`config.mk`:
```
export PLATFORM = sky130hd
export DESIGN_NAME = fixed_point_alu_pipe
export DESIGN_NICKNAME = d
export VERILOG_FILES = /design/src/rtl/fixed_point_alu_pipe_pkg.sv /design/src/rtl/fixed_point_alu_pipe_sat_round.sv /design/src/rtl/fixed_point_alu_pipe.sv
export SDC_FILE = /design/constraint.sdc
export NUM_CORES = 2
export LEC_CHECK = 0
export BUFFER_PORTS_ARGS = -buffer_cell sky130_fd_sc_hd__clkbuf_2
export CAP_MARGIN = 20
export CORE_UTILIZATION = 34
export DETAILED_ROUTE_END_ITERATION = 10
export GPL_ROUTABILITY_DRIVEN = 0
export SLEW_MARGIN = 20
export SYNTH_ARGS = -nofsm -noshare
export SYNTH_HDL_FRONTEND = slang
export SYNTH_SLANG_ARGS = --single-unit
```
`constraint.sdc`:
```
create_clock -name clk_in -period 10.7 [get_ports clk_in]
set_input_delay 0 -clock clk_in [delete_from_list [all_inputs] [get_ports clk_in]]
set_output_delay 0 -clock clk_in [all_outputs]
set_load 0.005 [all_outputs]
```
`src/rtl/fixed_point_alu_pipe_pkg.sv`:
```
// Shared definitions for the pipelined fixed-point ALU.
//   op_e    : 3-bit opcode encoding (d1 is the left-hand operand: d1 op d0)
//   cmp_t   : signed comparison flags of d1 versus d0
//   is_illegal() : true for the one opcode that produces an error result
package fixed_point_alu_pipe_pkg;

   typedef enum logic [2:0] {
      OP_ADD     = 3'b000,
      OP_MUL     = 3'b001,
      OP_ABS     = 3'b010,
      OP_MAX     = 3'b011,
      OP_SUB     = 3'b100,
      OP_SIGN    = 3'b101,
      OP_MIN     = 3'b110,
      OP_ILLEGAL = 3'b111
   } op_e;

   typedef struct packed {
      logic gt;
      logic eq;
      logic lt;
   } cmp_t;

   function automatic logic is_illegal(input op_e op);
      return (op == OP_ILLEGAL);
   endfunction

endpackage

```
`src/rtl/fixed_point_alu_pipe_sat_round.sv`:
```
// Combinational clamp / wrap stage of the fixed-point ALU.
//   raw  : 2*WIDTH-bit signed raw result (already shifted for MUL)
//   sel  : opcode of the operation; the illegal opcode forces res=0, ovf=0
//   res  : WIDTH-bit result, clamped (SATURATE=1) or low bits kept (SATURATE=0)
//   ovf  : raw did not fit in WIDTH signed bits
module fixed_point_alu_pipe_sat_round
   import fixed_point_alu_pipe_pkg::*;
#(
   parameter int WIDTH    = 32,
   parameter int SATURATE = 1
) (
   input  logic [2*WIDTH-1:0] raw,
   input  op_e                sel,
   output logic [WIDTH-1:0]   res,
   output logic               ovf
);

   localparam logic [WIDTH-1:0] MAX_VAL = {1'b0, {(WIDTH-1){1'b1}}};
   localparam logic [WIDTH-1:0] MIN_VAL = {1'b1, {(WIDTH-1){1'b0}}};

   // The value fits in WIDTH signed bits exactly when every bit from the
   // WIDTH-1 sign position upward is a copy of the same sign.
   logic fits;
   assign fits = (&raw[2*WIDTH-1:WIDTH-1]) | ~(|raw[2*WIDTH-1:WIDTH-1]);

   always_comb begin
      res = raw[WIDTH-1:0];
      ovf = 1'b0;
      if (is_illegal(sel)) begin
         res = '0;
      end else if (!fits) begin
         ovf = 1'b1;
         if (SATURATE != 0) begin
            res = raw[2*WIDTH-1] ? MIN_VAL : MAX_VAL;
         end
      end
   end

endmodule

```
`src/rtl/fixed_point_alu_pipe.sv`:
```
// Two-stage pipelined signed fixed-point ALU, Q(WIDTH-FRAC).FRAC.
//   clk_in, rst_in      : clock, synchronous active-high reset
//   valid_in, ready_out : operation input handshake
//   d1_in, d0_in, sel_in: operands and opcode (result = d1 op d0)
//   tag_in / tag_out    : sideband tag travelling with each operation
//   valid_out, ready_in : result output handshake
//   res_out             : result; gt/eq/lt_out signed compare of d1 vs d0
//   ovf_out, err_out    : result overflowed / illegal opcode
// FRAC must satisfy 1 <= FRAC < WIDTH-1.
//
// Handshake: a word moves in on a rising edge where valid_in & ready_out, and
// out on a rising edge where valid_out & ready_in. Both stages advance together
// when adv = ~valid_out | ready_in, and ready_out is adv combinationally. With
// adv low every register holds, so outputs are stable while stalled.
module fixed_point_alu_pipe
   import fixed_point_alu_pipe_pkg::*;
#(
   parameter int WIDTH    = 32,
   parameter int FRAC     = 16,
   parameter int SATURATE = 1,
   parameter int TAG_W    = 4
) (
   input  logic             clk_in,
   input  logic             rst_in,
   input  logic             valid_in,
   output logic             ready_out,
   input  logic [WIDTH-1:0] d0_in,
   input  logic [WIDTH-1:0] d1_in,
   input  logic [2:0]       sel_in,
   input  logic [TAG_W-1:0] tag_in,
   output logic             valid_out,
   input  logic             ready_in,
   output logic [WIDTH-1:0] res_out,
   output logic             gt_out,
   output logic             eq_out,
   output logic             lt_out,
   output logic             ovf_out,
   output logic             err_out,
   output logic [TAG_W-1:0] tag_out
);

   localparam logic [2*WIDTH-1:0] ONE_X   = {{(2*WIDTH-1){1'b0}}, 1'b1} << FRAC;
   localparam logic [2*WIDTH-1:0] M_ONE_X = ~ONE_X + 1'b1;

   logic adv;

   // stage 1 registers
   logic                      v1;
   logic [WIDTH-1:0]          d0_r, d1_r;
   op_e                       sel_r;
   logic [TAG_W-1:0]          tag_r;
   logic [WIDTH:0]            sum_r, diff_r;
   logic signed [2*WIDTH-1:0] prod_r;

   // stage 2 registers
   logic             v2;
   logic [WIDTH-1:0] res_r;
   cmp_t             cmp_r;
   logic             ovf_r, err_r;
   logic [TAG_W-1:0] tag2_r;

   assign adv       = ~v2 | ready_in;
   assign ready_out = adv;

   // ---------------- stage 1: raw arithmetic ----------------
   logic signed [2*WIDTH-1:0] d1x_in, d0x_in, prod_next;
   logic [WIDTH:0]            sum_next, diff_next;

   assign d1x_in    = {{WIDTH{d1_in[WIDTH-1]}}, d1_in};
   assign d0x_in    = {{WIDTH{d0_in[WIDTH-1]}}, d0_in};
   assign prod_next = d1x_in * d0x_in;
   assign sum_next  = {d1_in[WIDTH-1], d1_in} + {d0_in[WIDTH-1], d0_in};
   assign diff_next = {d1_in[WIDTH-1], d1_in} - {d0_in[WIDTH-1], d0_in};

   always_ff @(posedge clk_in) begin
      if (rst_in) begin
         v1     <= 1'b0;
         d0_r   <= '0;
         d1_r   <= '0;
         sel_r  <= OP_ADD;
         tag_r  <= '0;
         sum_r  <= '0;
         diff_r <= '0;
         prod_r <= '0;
      end else if (adv) begin
         v1 <= valid_in;
         if (valid_in) begin
            d0_r   <= d0_in;
            d1_r   <= d1_in;
            sel_r  <= op_e'(sel_in);
            tag_r  <= tag_in;
            sum_r  <= sum_next;
            diff_r <= diff_next;
            prod_r <= prod_next;
         end
      end
   end

   // ---------------- stage 2: shift, select, clamp, flags ----------------
   logic signed [2*WIDTH-1:0] shifted;
   logic [2*WIDTH-1:0]        d1x, d0x, raw;
   cmp_t                      cmp_next;
   logic [WIDTH-1:0]          res_next;
   logic                      ovf_next;

   // Arithmetic shift of the full product truncates toward -inf.
   assign shifted = prod_r >>> FRAC;
   assign d1x     = {{WIDTH{d1_r[WIDTH-1]}}, d1_r};
   assign d0x     = {{WIDTH{d0_r[WIDTH-1]}}, d0_r};

   always_comb begin
      cmp_next.gt = $signed(d1_r) >  $signed(d0_r);
      cmp_next.eq = (d1_r == d0_r);
      cmp_next.lt = $signed(d1_r) <  $signed(d0_r);
   end

   // Every opcode is expressed as a sign-extended 2*WIDTH value so a single
   // range check in the clamp stage covers all overflow cases, including
   // ABS of the most-negative input.
   always_comb begin
      raw = '0;
      case (sel_r)
         OP_ADD:  raw = {{(WIDTH-1){sum_r[WIDTH]}}, sum_r};
         OP_SUB:  raw = {{(WIDTH-1){diff_r[WIDTH]}}, diff_r};
         OP_MUL:  raw = shifted;
         OP_ABS:  raw = d1_r[WIDTH-1] ? (~d1x + 1'b1) : d1x;
         OP_MAX:  raw = cmp_next.gt ? d1x : d0x;
         OP_MIN:  raw = cmp_next.lt ? d1x : d0x;
         OP_SIGN: begin
            if (cmp_sign_pos(d1_r))   raw = ONE_X;
            else if (d1_r == '0)      raw = '0;
            else                      raw = M_ONE_X;
         end
         default: raw = '0;
      endcase
   end

   function automatic logic cmp_sign_pos(input logic [WIDTH-1:0] v);
      return ~v[WIDTH-1] & (|v);
   endfunction

   fixed_point_alu_pipe_sat_round #(
      .WIDTH    (WIDTH),
      .SATURATE (SATURATE)
   ) u_sat_round (
      .raw (raw),
      .sel (sel_r),
      .res (res_next),
      .ovf (ovf_next)
   );

   always_ff @(posedge clk_in) begin
      if (rst_in) begin
         v2     <= 1'b0;
         res_r  <= '0;
         cmp_r  <= '0;
         ovf_r  <= 1'b0;
         err_r  <= 1'b0;
         tag2_r <= '0;
      end else if (adv) begin
         v2 <= v1;
         if (v1) begin
            res_r  <= res_next;
            cmp_r  <= cmp_next;
            ovf_r  <= ovf_next;
            err_r  <= is_illegal(sel_r);
            tag2_r <= tag_r;
         end
      end
   end

   assign valid_out = v2;
   assign res_out   = res_r;
   assign gt_out    = cmp_r.gt;
   assign eq_out    = cmp_r.eq;
   assign lt_out    = cmp_r.lt;
   assign ovf_out   = ovf_r;
   assign err_out   = err_r;
   assign tag_out   = tag2_r;

endmodule

```
# == Yosys cells after proc, flatten, opt, wreduce, memory -nomap -nowiden ==
# Index checks and enable logic that the tools add are counted.
# Widths: inputs -> output; s select.
# totals
out_inout_bits,43
in_bits,75
elab_cells,55
ff_bits,244
# op_classes
n_addsub,3
eq_ne,8
multipliers,1
bitwise_logic,7
n_mux,11
order_cmp,2
n_reduce_logical,7
# op_table
op,count
$pmux 64 s7,1
$mux 64,5
$mux 32,3
$add 64x1->64 const B,1
$mul 32x32->64,1
$not 64->64,1
$add 32x32->33,1
$reduce_and 33->1,1
$reduce_or 33->1,1
$sub 32x32->33,1
$eq 32x32->1,1
$gt 32x32->1,1
$logic_not 32->1,1
$lt 32x32->1,1
$reduce_or 32->1,1
$eq 3x3->1 const B,4
$eq 3x2->1 const B,2
$reduce_and 2->1,2
$eq 3x1->1 const B,1
$logic_not 3->1,1
$not 1->1,3
$mux 1,2
$or 1x1->1,2
$and 1x1->1,1

# == Longest topological paths before layout ==
# depth
ltp_word,9
ltp_mapped,28
mapped_depth_nobuf,27

# == Modules after synthesis ==
# Synthesis repeated with hierarchy kept, for this count alone.
# unflattened
cells_unflattened,5878
hier_area_um2,50773.7
# by_module_without_submodules
mod,area_each_um2,instances,cells_per_inst,seq_area_each_um2
fixed_point_alu_pipe,50263.2,1,5809,4544.4
fixed_point_alu_pipe_sat_round,510.5,1,69,0.0

# == Least setup slack after synthesis ==
# OpenSTA, ideal clock, no wires.
# synth_path
path_type,input -> register
from,input port d1_in[31]
to,register prod_r[60]
required_ns,10.572
n_path_buf,1
arrival_ns,7.667
slack_ns,2.904
setup_time_ns,0.128
path_stages,24
path_cell_list,inv_1 buf_1 nor2_1 fa_1 fa_1 fa_1 fa_1 inv_1 fa_1 inv_1 fa_1 fa_1 fa_1 ha_1 and3_1 and2_1 a2111oi_0 o211ai_1 o32ai_2 or2_1 or2b_1 a21oi_1 xor2_1 o21ai_0
# synth_via
elab_chain_cells,1
# synth_rtl
item,line_no,rtl
from (decl),fixed_point_alu_pipe.sv:28,"input logic [WIDTH-1:0] d1_in,"
$mul 32x32->64,fixed_point_alu_pipe.sv:71,assign prod_next = d1x_in * d0x_in;
to (signal assigned),fixed_point_alu_pipe.sv:94,prod_r <= prod_next;
to (decl),fixed_point_alu_pipe.sv:53,logic signed [2*WIDTH-1:0] prod_r;
# Every way passes these cells.
# A chain may end at the register's enable or synchronous reset.

# == Worst setup path in the final report ==
# Same ends and word-level chain as after synthesis.

==> results.md <==
- The worst hold path passes through 4 cells.
- The routed via count is 38895.
- The startpoint of the worst hold path is d1_in[5].
- In the synthesized netlist the async set-or-reset flop fraction comes to 0%.
- The tool flagged a number of max-cap violations equal to 0.
- Ranked by total cell area, the synthesized netlist is headed by sky130_fd_sc_hd__fa_1 (44%), sky130_fd_sc_hd__dfxtp_1 (9.2%), sky130_fd_sc_hd__inv_1 (8.0%), sky130_fd_sc_hd__ha_1 (7.0%), sky130_fd_sc_hd__nand2_1 (6.4%).
- The worst-case clock buffer depth is 3.
- The reg-to-reg startpoint is d1_r[31]$_SDFFE_PP0P_.
- After routing, the total negative slack on setup checks comes to 0 ps.
- The clock-pin slew on the worst setup and hold paths is 60 ps.
- Setup repair after global routing left no endpoint under its margin.
- Setup violations remaining at the end of the flow were counted as 0.
- STA classifies the critical path endpoint as a flop.
- In this run the remaining antenna-violating nets after routing total 0.
- The area of all placed cells without fillers is 0.05285 sq mm.
- Static timing analysis puts the maximum clock frequency at 113.7 MHz.
- The post-route clock period utilization is 82.20%.
- In the synthesized netlist, the number of instances is 5657.
- The number of antenna violations at the first check in global routing is 9.
- The clock tree from TritonCTS is built.
- The final cell count without fillers is 7493.
- The worst hold path terminates at d1_r[5]$_SDFFE_PP0P_.
- The library cell used as clock root buffer is sky130_fd_sc_hd__clkbuf_16.
- The ratio of routed vias to standard cells is 5.191.
- Of the cells placed in the final design, the portion with a size suffix greater than 1 is 5.028%.
- In this run, distinct cell masters in the synthesized netlist total 88.
- Across all register-to-register paths, the minimum setup slack is 6700 ps.
- Counting the buffers created by CTS gives 27.
- The total count of max-transition violations in the final report is 0.
- Input and output buffers added on the ports amount to 117.
- The class of the most critical setup path is in2reg.
- Among all flip-flop cells after synthesis, the most frequent one is sky130_fd_sc_hd__dfxtp_1.
- The data required time of the critical path is 11130 ps.
- For this block, the initial DRC count from the detailed router was 3063.
- The wire length of the first global-routing pass is 247000 microns.
- The largest fanout on the critical path is 23.
- The mean routed wirelength per cell is 21.08 microns.
- The worst hold-check path type is in2reg.
- The worst-case headroom to the max-slew limit is 17.59%.
- The checks that failed: design-rule violations.
- Of all cell types, the one taking the most synthesized area is sky130_fd_sc_hd__fa_1.
- The fraction of post-synthesis cell area in the top cell type by area is 43.90%.
- The number of hold-repair buffers added at the cts stage is 22.
- The post-route DRC violation count is 10.
- In this run the number of H-tree levels came out at 1.
- The area of the core is 0.1438 sq mm.
- Global routing consumed, over all layers together, 21.80% of the routing resources.
- STA classifies the critical path startpoint as an input port.
- The count of fill cells added during filler insertion is 14692.
- The count of final hold-check violations was 0.
- The flop and latch count out of synthesis is 227.
- The area of the mapped netlist is 0.04939 sq mm.
- The final net count is 7004.
- The flow ran to the end, but the final reports show violations.
- The mean instance size in the synthesized netlist is 8.730 sq um.
- The clock sink count is 227.
- For the finished layout, the period the worst path requires is 8795 ps.
- The most common cell after layout, fill and taps aside is sky130_fd_sc_hd__fa_1.
- The initial standard-cell utilization of the core is 34.34%.
- The floorplan row count is 139.
- The number of enable-type register cells in the synthesized netlist is 0.
- For this design the top-level I/O count stands at 118.
- The number of placed instances, taps included, is 7420.
- When the netlist entered floorplanning its net count stood at 7093.
- Measured along the x axis, the die boundary spans 383.1 microns.
- The number of cell instances on the worst register-to-register path is 13.
- The data arrival at the endpoint of the critical path is 9230 ps.
- The total routed wirelength is 158000 microns.
- Before antenna repair, the detailed router went through 8 iterations.
- After clock tree synthesis, the repair step resized 0 gates.
- The clock latency at the later pin of the worst-skew pair is 560 ps.
- The worst hold slack after final layout is 30.65 ps.
- The total setup buffers inserted after CTS is 0.
- The worst register-to-register path ends at res_out[25]$_SDFFE_PP0P_.
- The placed instances occupy a cell area of 0.05174 sq mm.
- The pin count of the biggest net entering global routing is 90.
- Clock skew on the completed layout was measured at 18.05 ps.
- The die covers 0.1468 sq mm.
- For this run, the number of Yosys warnings is 0.
- The sequential share of the synthesized area is 9.202%.
- For the pin with the worst max-slew slack, the measured transition is 1236 ps.
- The via count of the first global-routing pass is 40676.
- For this run the aggregate overflow at the end of global routing stands at 0.
- In this run the vertical extent of the chip is 383.1 microns.
- The top cell types in the final layout, fill and taps aside, are sky130_fd_sc_hd__fa_1 (1083), sky130_fd_sc_hd__inv_1 (1057), sky130_fd_sc_hd__nand2_1 (836).
- The HPWL after detailed placement is 125100 microns.
- Relative to the synthesized area, the layout overhead comes to 7.005%.
## Yosys cell counts, types with 6 or more instances
library cell	instances
sky130_fd_sc_hd__inv_1	1057
sky130_fd_sc_hd__o21ai_1	11
sky130_fd_sc_hd__a31oi_1	42
sky130_fd_sc_hd__nand2b_1	21
sky130_fd_sc_hd__o221ai_1	21
sky130_fd_sc_hd__nand2_1	837
sky130_fd_sc_hd__o22a_1	21
sky130_fd_sc_hd__nand3_1	79
sky130_fd_sc_hd__o21ai_0	173
sky130_fd_sc_hd__a21oi_1	271
sky130_fd_sc_hd__o31ai_1	14
sky130_fd_sc_hd__dfxtp_1	227
sky130_fd_sc_hd__nor4_1	10
sky130_fd_sc_hd__nor2_1	214
sky130_fd_sc_hd__buf_2	10
sky130_fd_sc_hd__xnor2_1	78
sky130_fd_sc_hd__ha_1	278
sky130_fd_sc_hd__or3_1	14
sky130_fd_sc_hd__a211oi_1	49
sky130_fd_sc_hd__and2_1	456
sky130_fd_sc_hd__a221oi_1	7
sky130_fd_sc_hd__xor2_1	57
sky130_fd_sc_hd__nor3b_1	6
sky130_fd_sc_hd__a21o_1	18
sky130_fd_sc_hd__o21bai_1	17
sky130_fd_sc_hd__buf_1	18
sky130_fd_sc_hd__o21a_1	11
sky130_fd_sc_hd__nand4_1	23
sky130_fd_sc_hd__and3_1	14
sky130_fd_sc_hd__a2111oi_0	10
sky130_fd_sc_hd__o211ai_1	19
sky130_fd_sc_hd__nor2b_1	14
sky130_fd_sc_hd__clkbuf_1	310
sky130_fd_sc_hd__fa_1	1083
sky130_fd_sc_hd__or2_2	7
sky130_fd_sc_hd__or4_1	7
sky130_fd_sc_hd__o41ai_1	9
sky130_fd_sc_hd__mux2i_1	27
sky130_fd_sc_hd__nor3_1	35
## worst max-delay path by stage
stage / startpoint / end / slack, ps / cells past startpoint
after floorplan: d1_in[31] / prod_r[60]$_SDFFE_PP0P_ / 2900 / 24
final: d1_in[31] / prod_r[60]$_SDFFE_PP0P_ / 1910 / 28
after global routing: d1_in[31] / prod_r[60]$_SDFFE_PP0P_ / 1310 / 28
after detailed placement: d0_in[1] / prod_r[60]$_SDFFE_PP0P_ / 1570 / 25
after CTS: d1_in[31] / prod_r[60]$_SDFFE_PP0P_ / 1860 / 28
after global placement: d0_in[1] / prod_r[60]$_SDFFE_PP0P_ / 1730 / 25
## routing by layer
layer	vias to the layer above	GRT usage, %	part of all wire (%)
met1	20142	30.66	44
met5	-	0	0.050
met3	229	3.338	7.8
met4	12	4.926	2.6
met2	1390	35.14	46
li1	17122	-	-
## flip-flops by register name (all words and copies together), names as in the netlist
register / cells
tag_r: 4
d1_r: 32
eq_out: 1
tag_out: 4
d0_r: 32
v1: 1
prod_r: 48
err_out: 1
sum_r: 33
lt_out: 1
valid_out: 1
diff_r: 32
res_out: 32
ovf_out: 1
gt_out: 1
sel_r: 3
## stage by stage
step           worst slack (ps)  utilization [%]
6_report                   1905            36.74
5_1_grt                    1310            36.74
4_1_cts                    1865            36.74
3_5_place_dp               1570            35.98
3_3_place_gp               1731            35.98
2_1_floorplan              2904                -
## critical path, cell delays in order
cell	delay [ps]
sky130_fd_sc_hd__dlygate4sd3_1	530
sky130_fd_sc_hd__clkbuf_2	110
sky130_fd_sc_hd__buf_4	320
sky130_fd_sc_hd__nand2_1	190
sky130_fd_sc_hd__inv_1	140
sky130_fd_sc_hd__fa_1	410
sky130_fd_sc_hd__inv_1	250
sky130_fd_sc_hd__fa_1	460
sky130_fd_sc_hd__inv_1	210
sky130_fd_sc_hd__fa_1	500
sky130_fd_sc_hd__fa_1	900
sky130_fd_sc_hd__inv_1	370
sky130_fd_sc_hd__fa_1	580
sky130_fd_sc_hd__inv_1	60
sky130_fd_sc_hd__fa_1	550
sky130_fd_sc_hd__fa_1	440
sky130_fd_sc_hd__fa_1	460
sky130_fd_sc_hd__ha_1	360
sky130_fd_sc_hd__and3_1	220
sky130_fd_sc_hd__and2_1	200
sky130_fd_sc_hd__a2111oi_0	420
sky130_fd_sc_hd__o211ai_1	170
sky130_fd_sc_hd__o32ai_2	440
sky130_fd_sc_hd__or2_1	200
sky130_fd_sc_hd__or2b_1	260
sky130_fd_sc_hd__a21oi_1	190
sky130_fd_sc_hd__xor2_1	190
sky130_fd_sc_hd__o21ai_0	90
## area by class of cell
class                      count  area (sq um)  area share (%)
antenna                        1         2.502        0.004735
sequential                   227          4547           8.604
timing repair buffer         222          1435           2.716
clock inverter                11         98.84          0.1870
inverter                    1060          3979           7.529
tap                         1903          2381           4.506
multi-input combinational   4030         39620           74.98
clock buffer                  39         780.7           1.477
## kinds of logic after synthesis
logic type	share of synthesized area, %
flops	9.202
xor+xnor	2.427
mux	0.6612
simple gates	16.75
compound gates	9.341
fa+ha+maj	50.94
buf+inv	10.68
Power is left out: the tool's default activity adds up to more than one toggle a clock period on the data nets, which glitch-free logic cannot reach.
